### src/rtl/stim_sched_pkg.sv
// Shared types and sizing helpers for the stimulation channel scheduler.
package stim_sched_pkg;

    typedef enum logic [1:0] {
        IDLE  = 2'd0,
        GAP   = 2'd1,
        DWELL = 2'd2
    } state_t;

    localparam int SEL_W   = 4;
    localparam int GAP_MIN = 2;

    // Bits needed to count 0..value-1, never less than one bit.
    function automatic int clog2(input int value);
        int result;
        result = 1;
        for (int i = 1; i < 31; i++) begin
            if ((1 << i) < value) begin
                result = i + 1;
            end
        end
        return result;
    endfunction

endpackage

### src/rtl/stim_next_ch.sv
// Combinational round-robin finder: picks the lowest enabled channel above the
// current one, otherwise wraps to the lowest enabled channel.
module stim_next_ch
    import stim_sched_pkg::*;
#(
    parameter int N_CH = 2
)(
    input  logic [N_CH-1:0]  mask,
    input  logic [SEL_W-1:0] cur_idx,
    input  logic             first,
    output logic [SEL_W-1:0] next_idx,
    output logic             wrap,
    output logic             none_set
);

    logic [SEL_W-1:0] lowest_idx;
    logic [SEL_W-1:0] above_idx;
    logic             found_low;
    logic             found_above;

    // Scan from the top down so the last hit is the lowest qualifying bit.
    always_comb begin
        lowest_idx  = '0;
        above_idx   = '0;
        found_low   = 1'b0;
        found_above = 1'b0;
        for (int i = N_CH - 1; i >= 0; i--) begin
            if (mask[i]) begin
                lowest_idx = SEL_W'(i);
                found_low  = 1'b1;
                if (SEL_W'(i) > cur_idx) begin
                    above_idx   = SEL_W'(i);
                    found_above = 1'b1;
                end
            end
        end
        none_set = !found_low;
        wrap     = !first && !found_above;
        next_idx = (first || !found_above) ? lowest_idx : above_idx;
    end

endmodule

### src/rtl/stim_channel_scheduler.sv
// Round-robin scheduler for the shared electrode switch select, with a fixed
// break-before-make gap around every select change.
// Optional macro STIM_SCHED_ROUND_CNT_EN adds the round_cnt output.
module stim_channel_scheduler
    import stim_sched_pkg::*;
#(
    parameter int N_CH    = 2,
    parameter int DWELL_W = 16,
    parameter int GAP_CYC = 4
)(
    input  logic               clk,
    input  logic               rst_n,
    input  logic               start,
    input  logic [N_CH-1:0]    ch_mask,
    input  logic [DWELL_W-1:0] dwell_len,
    output logic [SEL_W-1:0]   select,
    output logic               sw_en,
    output logic               ch_switch,
    output logic               round_done,
    output logic               busy
`ifdef STIM_SCHED_ROUND_CNT_EN
    ,
    output logic [15:0]        round_cnt
`endif
);

    // A gap shorter than two cycles could not isolate both sides of a select change.
    localparam int GAP_EFF = (GAP_CYC < GAP_MIN) ? GAP_MIN : GAP_CYC;
    localparam int GAP_W   = clog2(GAP_EFF);
    localparam logic [GAP_W-1:0] GAP_LAST = GAP_W'(GAP_EFF - 1);

    state_t             state;
    state_t             state_next;
    logic [GAP_W-1:0]   gap_cnt;
    logic [DWELL_W-1:0] dwell_cnt;
    logic [DWELL_W-1:0] dwell_shadow;
    logic               first_slot;
    logic               wrap_q;

    logic [SEL_W-1:0]   next_idx;
    logic               next_wrap;
    logic               next_none;

    logic               run_req;
    logic               gap_first;
    logic               gap_last;
    logic               dwell_last;

    stim_next_ch #(.N_CH(N_CH)) u_next_ch (
        .mask     (ch_mask),
        .cur_idx  (select),
        .first    (first_slot),
        .next_idx (next_idx),
        .wrap     (next_wrap),
        .none_set (next_none)
    );

    assign run_req    = start && (ch_mask != '0);
    assign gap_first  = (state == GAP) && (gap_cnt == '0);
    assign gap_last   = (state == GAP) && (gap_cnt == GAP_LAST);
    assign dwell_last = (state == DWELL) &&
                        ((dwell_shadow == '0) || (dwell_cnt == dwell_shadow - DWELL_W'(1)));

    // State register.
    always_ff @(posedge clk or negedge rst_n) begin
        if (!rst_n) begin
            state <= IDLE;
        end else begin
            state <= state_next;
        end
    end

    // Next-state selection and state-decoded outputs.
    always_comb begin
        state_next = state;
        sw_en      = 1'b0;
        busy       = 1'b1;
        ch_switch  = 1'b0;
        round_done = 1'b0;
        unique case (state)
            IDLE: begin
                busy = 1'b0;
                if (run_req) begin
                    state_next = GAP;
                end
            end
            GAP: begin
                if (gap_first && next_none) begin
                    state_next = IDLE;
                end else if (gap_last) begin
                    state_next = DWELL;
                end
            end
            DWELL: begin
                sw_en      = 1'b1;
                ch_switch  = (dwell_cnt == '0);
                round_done = (dwell_cnt == '0) && wrap_q;
                if (dwell_last) begin
                    state_next = run_req ? GAP : IDLE;
                end
            end
            default: begin
                state_next = IDLE;
            end
        endcase
    end

    // Slot bookkeeping: select and dwell length only move at the end of gap cycle 0.
    always_ff @(posedge clk or negedge rst_n) begin
        if (!rst_n) begin
            select       <= '0;
            gap_cnt      <= '0;
            dwell_cnt    <= '0;
            dwell_shadow <= '0;
            first_slot   <= 1'b0;
            wrap_q       <= 1'b0;
        end else begin
            unique case (state)
                IDLE: begin
                    gap_cnt    <= '0;
                    dwell_cnt  <= '0;
                    first_slot <= 1'b1;
                end
                GAP: begin
                    dwell_cnt <= '0;
                    if (gap_first && next_none) begin
                        gap_cnt <= '0;
                    end else begin
                        gap_cnt <= gap_last ? '0 : gap_cnt + GAP_W'(1);
                    end
                    if (gap_first && !next_none) begin
                        select       <= next_idx;
                        dwell_shadow <= dwell_len;
                        wrap_q       <= next_wrap;
                        first_slot   <= 1'b0;
                    end
                end
                DWELL: begin
                    gap_cnt   <= '0;
                    dwell_cnt <= dwell_last ? '0 : dwell_cnt + DWELL_W'(1);
                end
                default: begin
                    gap_cnt   <= '0;
                    dwell_cnt <= '0;
                end
            endcase
        end
    end

`ifdef STIM_SCHED_ROUND_CNT_EN
    // Count completed rounds; a fresh run from IDLE starts the count over.
    always_ff @(posedge clk or negedge rst_n) begin
        if (!rst_n) begin
            round_cnt <= '0;
        end else if ((state == IDLE) && run_req) begin
            round_cnt <= '0;
        end else if (round_done) begin
            round_cnt <= round_cnt + 16'd1;
        end
    end
`endif

endmodule

### config.mk
export PLATFORM = sky130hd
export DESIGN_NAME = stim_channel_scheduler
export DESIGN_NICKNAME = d
export VERILOG_FILES = /design/src/rtl/stim_sched_pkg.sv /design/src/rtl/stim_next_ch.sv /design/src/rtl/stim_channel_scheduler.sv
export SDC_FILE = /design/constraint.sdc
export NUM_CORES = 1
export LEC_CHECK = 0
export ABC_CLOCK_PERIOD_IN_PS = 3600
export CORE_ASPECT_RATIO = 0.8
export CORE_UTILIZATION = 37
export CTS_BUF_LIST = sky130_fd_sc_hd__clkbuf_16
export DETAILED_ROUTE_END_ITERATION = 8
export HOLD_SLACK_MARGIN = 0.05
export PLACE_DENSITY_LB_ADDON = 0.05
export SYNTH_ARGS = -nofsm -noshare
export SYNTH_HDL_FRONTEND = slang
export SYNTH_SLANG_ARGS = --single-unit
### constraint.sdc
create_clock -name clk -period 3.6 [get_ports clk]
set_input_delay 0.36 -clock clk [delete_from_list [all_inputs] [get_ports clk]]
set_output_delay 0.36 -clock clk [all_outputs]
set_load 0.03 [all_outputs]
# == Yosys cells after proc, flatten, opt, wreduce, memory -nomap -nowiden ==
# Cells that the tools add are included.
# word_totals
ff_bits,42
inputBits,21
out_inout_bits,8
wordCells,72
# classes
add_sub_neg,3
magnitude_cmp,2
n_eq_ne,8
n_mux,30
reduce_logical,22
# op_table
cell,n
$logic_not 16->1,2
$mux 16,2
$add 16x1->16 const B,1
$eq 16x16->1,1
$mux 4,4
$sub 16x1->16 const B,1
$mux 1,15
$mux 2,7
$gt 1x4->1 const A,2
$logic_and 1x1->1,8
$pmux 2 s3,1
$eq 2x2->1 const B,2
$logic_not 2->1,2
$ne 2x2->1 const B,2
$reduce_and 2->1,2
$reduce_bool 2->1,2
$logic_not 1->1,3
$ne 3x2->1 const B,1
$reduce_and 3->1,1
$add 2x1->2 const B,1
$eq 2x1->1 const B,1
$logic_or 1x1->1,2
$ne 2x1->1 const B,1
$pmux 1 s2,1

# == Depth between registers and ports, before layout ==
# depth
word_depth,8
ltp_mapped,9
depth_no_buf,8

# == By module ==
# Synthesis repeated with hierarchy kept, for this count alone.
# unflattened
hier_cells,244
hier_area_um2,2502.4
# by_module_without_submodules
mod,n_inst,cells_each,area_each_um2,seq_area_each_um2
stim_channel_scheduler,1,234,2427.3,1051.0
stim_next_ch,1,10,75.1,0.0

# == Worst setup path after synthesis ==
# No wires, ideal clock.
# synth_path
kind,register -> output
startpoint,register state[0]
endpoint,output round_done
t_arrival_ps,2615
required_time_ps,3240
setup_slack_ps,625
stages_incl_launch_ff,5
n_path_buf,0
path_cell_list,dfrtp_1 -> nor2b_1 -> nand4_1 -> nor4b_1 -> and2_1
# synth_between
elab_chain_cells,2
# synth_rtl
item,line_no,rtl
"start, declared",stim_channel_scheduler.sv:32,state_t state;
"start signal, assigned",stim_channel_scheduler.sv:69,state <= state_next;
$eq 2x2->1,stim_channel_scheduler.sv:80,unique case (state)
$mux 1,stim_channel_scheduler.sv:80,
"end, declared",stim_channel_scheduler.sv:19,"output logic round_done,"
# Every way passes these cells.

# == Final worst setup path ==
# layout_path
startpoint,register dwell_cnt[5]
endpoint,output round_done
# layout_between
elab_chain_cells,3
# layout_rtl
item,line_no,rtl
"start, declared",stim_channel_scheduler.sv:35,logic [DWELL_W-1:0] dwell_cnt;
"start signal, assigned",stim_channel_scheduler.sv:140,dwell_cnt <= dwell_last ? '0 : dwell_cnt + DWELL_W'(1);
$logic_not 16->1,stim_channel_scheduler.sv:97,round_done = (dwell_cnt == '0) && wrap_q;
$logic_and 1x1->1,stim_channel_scheduler.sv:97,
$mux 1,stim_channel_scheduler.sv:80,
# Every way passes these cells.

==> parameters.txt <==
Parameter                              Value

Clock tree
  Post_cts resized    0
  Max Buffers Root-to-Sink    2
  Later-pin clock latency in the skew report    0.28 ns
  TritonCTS Buffers    5
  Post-CTS setup repair buffer count    0
  Cell chosen for the clock root    sky130_fd_sc_hd__clkbuf_16
  Number of buffers added to fix hold violations after cts    0
  TritonCTS clock tree    built
  CTS H-tree lvls    2
  Clock input transition at the sequential cells of the worst setup and hold paths    approximately 0.060 ns
  CTS Sinks    39

STA
  Post-Route Hold Slack    between 0.2 and 0.25 ns
  Slew @ Worst Pin    between 0.8 and 0.9 ns
  Max Fclk    348 MHz
  Worst setup skew after layout    ~0.0045 ns
  Max-slew violation count    0
  Relative slew slack    between 40% and 50%
  Total Neg Setup Slack    0 ns
  Shortest clock period the worst path allows after layout    between 2 and 3 ns
  Setup Viol. Count Final    0
  RSZ-0062 raised after global routing    no
  Count of final hold-check violations    0
  Final worst path period share    around four fifths

Synthesis
  Prevailing post-synth register cell    sky130_fd_sc_hd__dfrtp_1
  Number of instances in the synthesized netlist    between 200 and 250
  Mapped Area    2330 um2
  Count of flip-flops with a built-in enable after synthesis    0
  Yosys reg bits    39
  Count of synthesis-stage warnings from yosys    0
  Top cells by count, synth    sky130_fd_sc_hd__dfrtp_1 (39), sky130_fd_sc_hd__nor2_1 (27), sky130_fd_sc_hd__xnor2_1 (16), sky130_fd_sc_hd__xor2_1 (16), sky130_fd_sc_hd__mux2_2 (15)
  Proportion of synthesized chip area in sequential cells    a little over two fifths
  Share of the synthesized area in the top cell type    between 40% and 50%
  Post-synth cell types    42
  Top cells by area, synth    sky130_fd_sc_hd__dfrtp_1 (42%), sky130_fd_sc_hd__mux2_2 (7.3%), sky130_fd_sc_hd__xnor2_1 (6.0%), sky130_fd_sc_hd__xor2_1 (6.0%), sky130_fd_sc_hd__nor2_1 (4.4%)
  Count leader, synth    sky130_fd_sc_hd__dfrtp_1
  Async set or reset register ratio after synthesis    100%
  Mean instance size in the synthesized netlist    around 9.7 um2
  Library cell occupying the most area in the post-synthesis netlist    sky130_fd_sc_hd__dfrtp_1

Power
  Static leakage power    0.00109 uW
  Ratio of total power to cell area    about 670 nW/um2
  Part of the total power dissipated in the clock network    22.6%
  Internal portion of total power    between 1000 and 1500 uW
  Combinational fraction of design power    a little under two fifths
  Sw Pwr    between 600 and 700 uW
  Sequential share of power    around two fifths
  Switching portion of total power    between 30 and 40%
  IR drop worst, VDD    between 0.3 and 0.4 mV

Worst setup path
  CP Cell Sequence    nor4_1 -> nand4_1 -> nor4b_1 -> and2_1 -> clkdlybuf4s50_1
  Source of the worst register-to-register timing path    dwell_shadow[4]$_DFFE_PN0P_
  Cell at the slowest stage of the critical path    sky130_fd_sc_hd__clkdlybuf4s50_1
  Worst-case register-to-register setup slack    ~0.87 ns
  Top fanout value on the critical path    8
  Slowest cell delay on critical path    ~0.66 ns
  Worst setup EP type    output pin
  Crit path buf inv count    1
  Critical Setup Path Class    reg -> out
  Kind of launch point of the worst setup path    flop
  Worst endpoint data arrival time    approximately 2.5 ns
  Instance count on the critical path    5
  Critical Path Sink    round_done
  Crit path max-delay family    simple AND/OR/NAND/NOR gates
  Start point of the critical path    dwell_cnt[5]$_DFF_PN0_
  Required @ worst endpoint    3.24 ns
  Crit Reg-Reg Endpoint    state[0]$_DFFE_PN0P_
  Number of cells on the worst reg-to-reg path    7

Run
  Number of maximum-capacitance violations    0

GRT
  Antenna violations before repair    0
  Maximum number of pins on one net before global-route repair    40
  Via count of the first global-routing pass    between 1,500 and 2,000
  Global-route congestion overflow total    0
  Wire length of the first global-routing pass    a little over 8000 um
  Total GRT Usage    between 15 and 20%

Cells and area
  Syn-to-layout area delta    18.0%
  Number of diodes added for antenna fixing    0
  Utilization of the core after routing    46.0%
  Layout net count    286
  Layout cell share with drive strength beyond 1    between 10 and 15%
  Final Cell Area    2750 um2

Floorplanning
  Die Footprint    ~6600 um2
  Starting density of the core    39.0%
  Die width    90.7 um
  Area of the core    around 6000 um2
  Vertical extent of the die    roughly 73 um
  I/O pin cnt    29
  Row count    25

Worst hold path
  Path class of the lowest-slack min-delay path    in -> async

Placed design
  Total placed instance area    2610 um2
  Count of buffers from port buffering    25
  Final weighted congestion in routability-driven placement    0.776
  Dpl hpwl    3440 um

Routing
  Routed wire length per instance    14.2 um
  Router iterations before antenna repair    4
  Vias after detailed routing    between 1,500 and 2,000
  Via density per instance    roughly 5.0
  Routed Wire Length    4850 um
  Iteration-0 DRC count of the detailed router    86
  Remaining design rule violation count    0
  Final antenna-violating net count    0

Status
  Run status    finished, final reports clean
power groups by stage:
stage | Combinational [uW] | Clock, uW | Sequential, uW
6_report | 688 | 415 | 733
5_1_grt | 771 | 449 | 761
4_1_cts | 697 | 427 | 735
3_5_place_dp | 693 | 0 | 742
3_3_place_gp | 699 | 0 | 745
2_1_floorplan | 580 | 0 | 679
how the worst min path moves through the flow:
| stage | start | to | depth (start not counted) |
|---|---|---|---|
| 2_1_floorplan | rst_n | dwell_cnt[0]$_DFF_PN0_ | 0 |
| 3_3_place_gp | gap_cnt[0]$_DFF_PN0_ | gap_cnt[0]$_DFF_PN0_ | 1 |
| 3_5_place_dp | gap_cnt[0]$_DFF_PN0_ | gap_cnt[0]$_DFF_PN0_ | 1 |
| 4_1_cts | rst_n | gap_cnt[1]$_DFF_PN0_ | 1 |
| 5_1_grt | rst_n | gap_cnt[1]$_DFF_PN0_ | 1 |
| 6_report | rst_n | gap_cnt[0]$_DFF_PN0_ | 1 |
metal layers:
layer	vias to the layer above	wire, um	GRT usage [%]
li1	874	-	-
met1	789	2700	25.0
met2	37	1930	21.7
met3	5	167	3.33
met4	0	47	4.66
met5	-	0	0
cell type report:
| type | instances | area, um2 |
|---|---|---|
| inverters | 10 | 37.5 |
| multi-input cells | 177 | 1230 |
| well taps | 81 | 101 |
| clock inverters | 3 | 12.5 |
| flip-flops and latches | 39 | 976 |
| fillers | 570 | 3230 |
| repair buffers | 27 | 260 |
| clock buffers | 5 | 125 |
kinds of logic after synthesis:
| kind of cell | after synthesis | synth area share (%) |
|---|---|---|
| and+or+nand+nor | 98 | 22.9 |
| DFF | 39 | 41.9 |
| xor gates and xnor gates | 32 | 12.0 |
| buffers and inverters | 26 | 5.37 |
| AOI/OAI and AO/OA | 24 | 7.68 |
| muxes | 15 | 7.25 |
| adders and majority gates | 5 | 2.69 |
| other | 1 | 0.161 |
metrics by stage:
stage / std cells / setup slack, ns / power [uW]
after floorplan: 242 / 0.625 / 1260
after global routing: 342 / 0.598 / 1980
after detailed placement: 334 / 0.887 / 1440
after CTS: 342 / 0.654 / 1860
final: 342 / 0.729 / 1840
after global placement: 334 / 0.881 / 1440
sequential cells by signal, summed over array words and instances, names as in the netlist:
name          cells
dwell_cnt        16
wrap_q            1
gap_cnt           2
state             2
first_slot        1
select            1
dwell_shadow     16
cell usage in the layout, fill, tap and decap left out, types with 3 or more instances in the layout:
master	instances
sky130_fd_sc_hd__conb_1	3
sky130_fd_sc_hd__nor2b_1	6
sky130_fd_sc_hd__clkbuf_16	5
sky130_fd_sc_hd__nand3_1	9
sky130_fd_sc_hd__a31oi_1	4
sky130_fd_sc_hd__mux2_2	15
sky130_fd_sc_hd__or4_1	3
sky130_fd_sc_hd__dfrtp_1	39
sky130_fd_sc_hd__a21oi_1	5
sky130_fd_sc_hd__nor4b_1	3
sky130_fd_sc_hd__nor4_1	8
sky130_fd_sc_hd__nand2b_1	3
sky130_fd_sc_hd__nor3_1	4
sky130_fd_sc_hd__nand4_1	8
sky130_fd_sc_hd__ha_1	5
sky130_fd_sc_hd__xnor2_1	16
sky130_fd_sc_hd__clkdlybuf4s50_1	24
sky130_fd_sc_hd__nor2_1	27
sky130_fd_sc_hd__nand2_1	11
sky130_fd_sc_hd__nor3b_1	3
sky130_fd_sc_hd__inv_1	12
sky130_fd_sc_hd__o21ai_0	6
sky130_fd_sc_hd__xor2_1	16
Note: power is estimated with default switching activity, not from simulation.
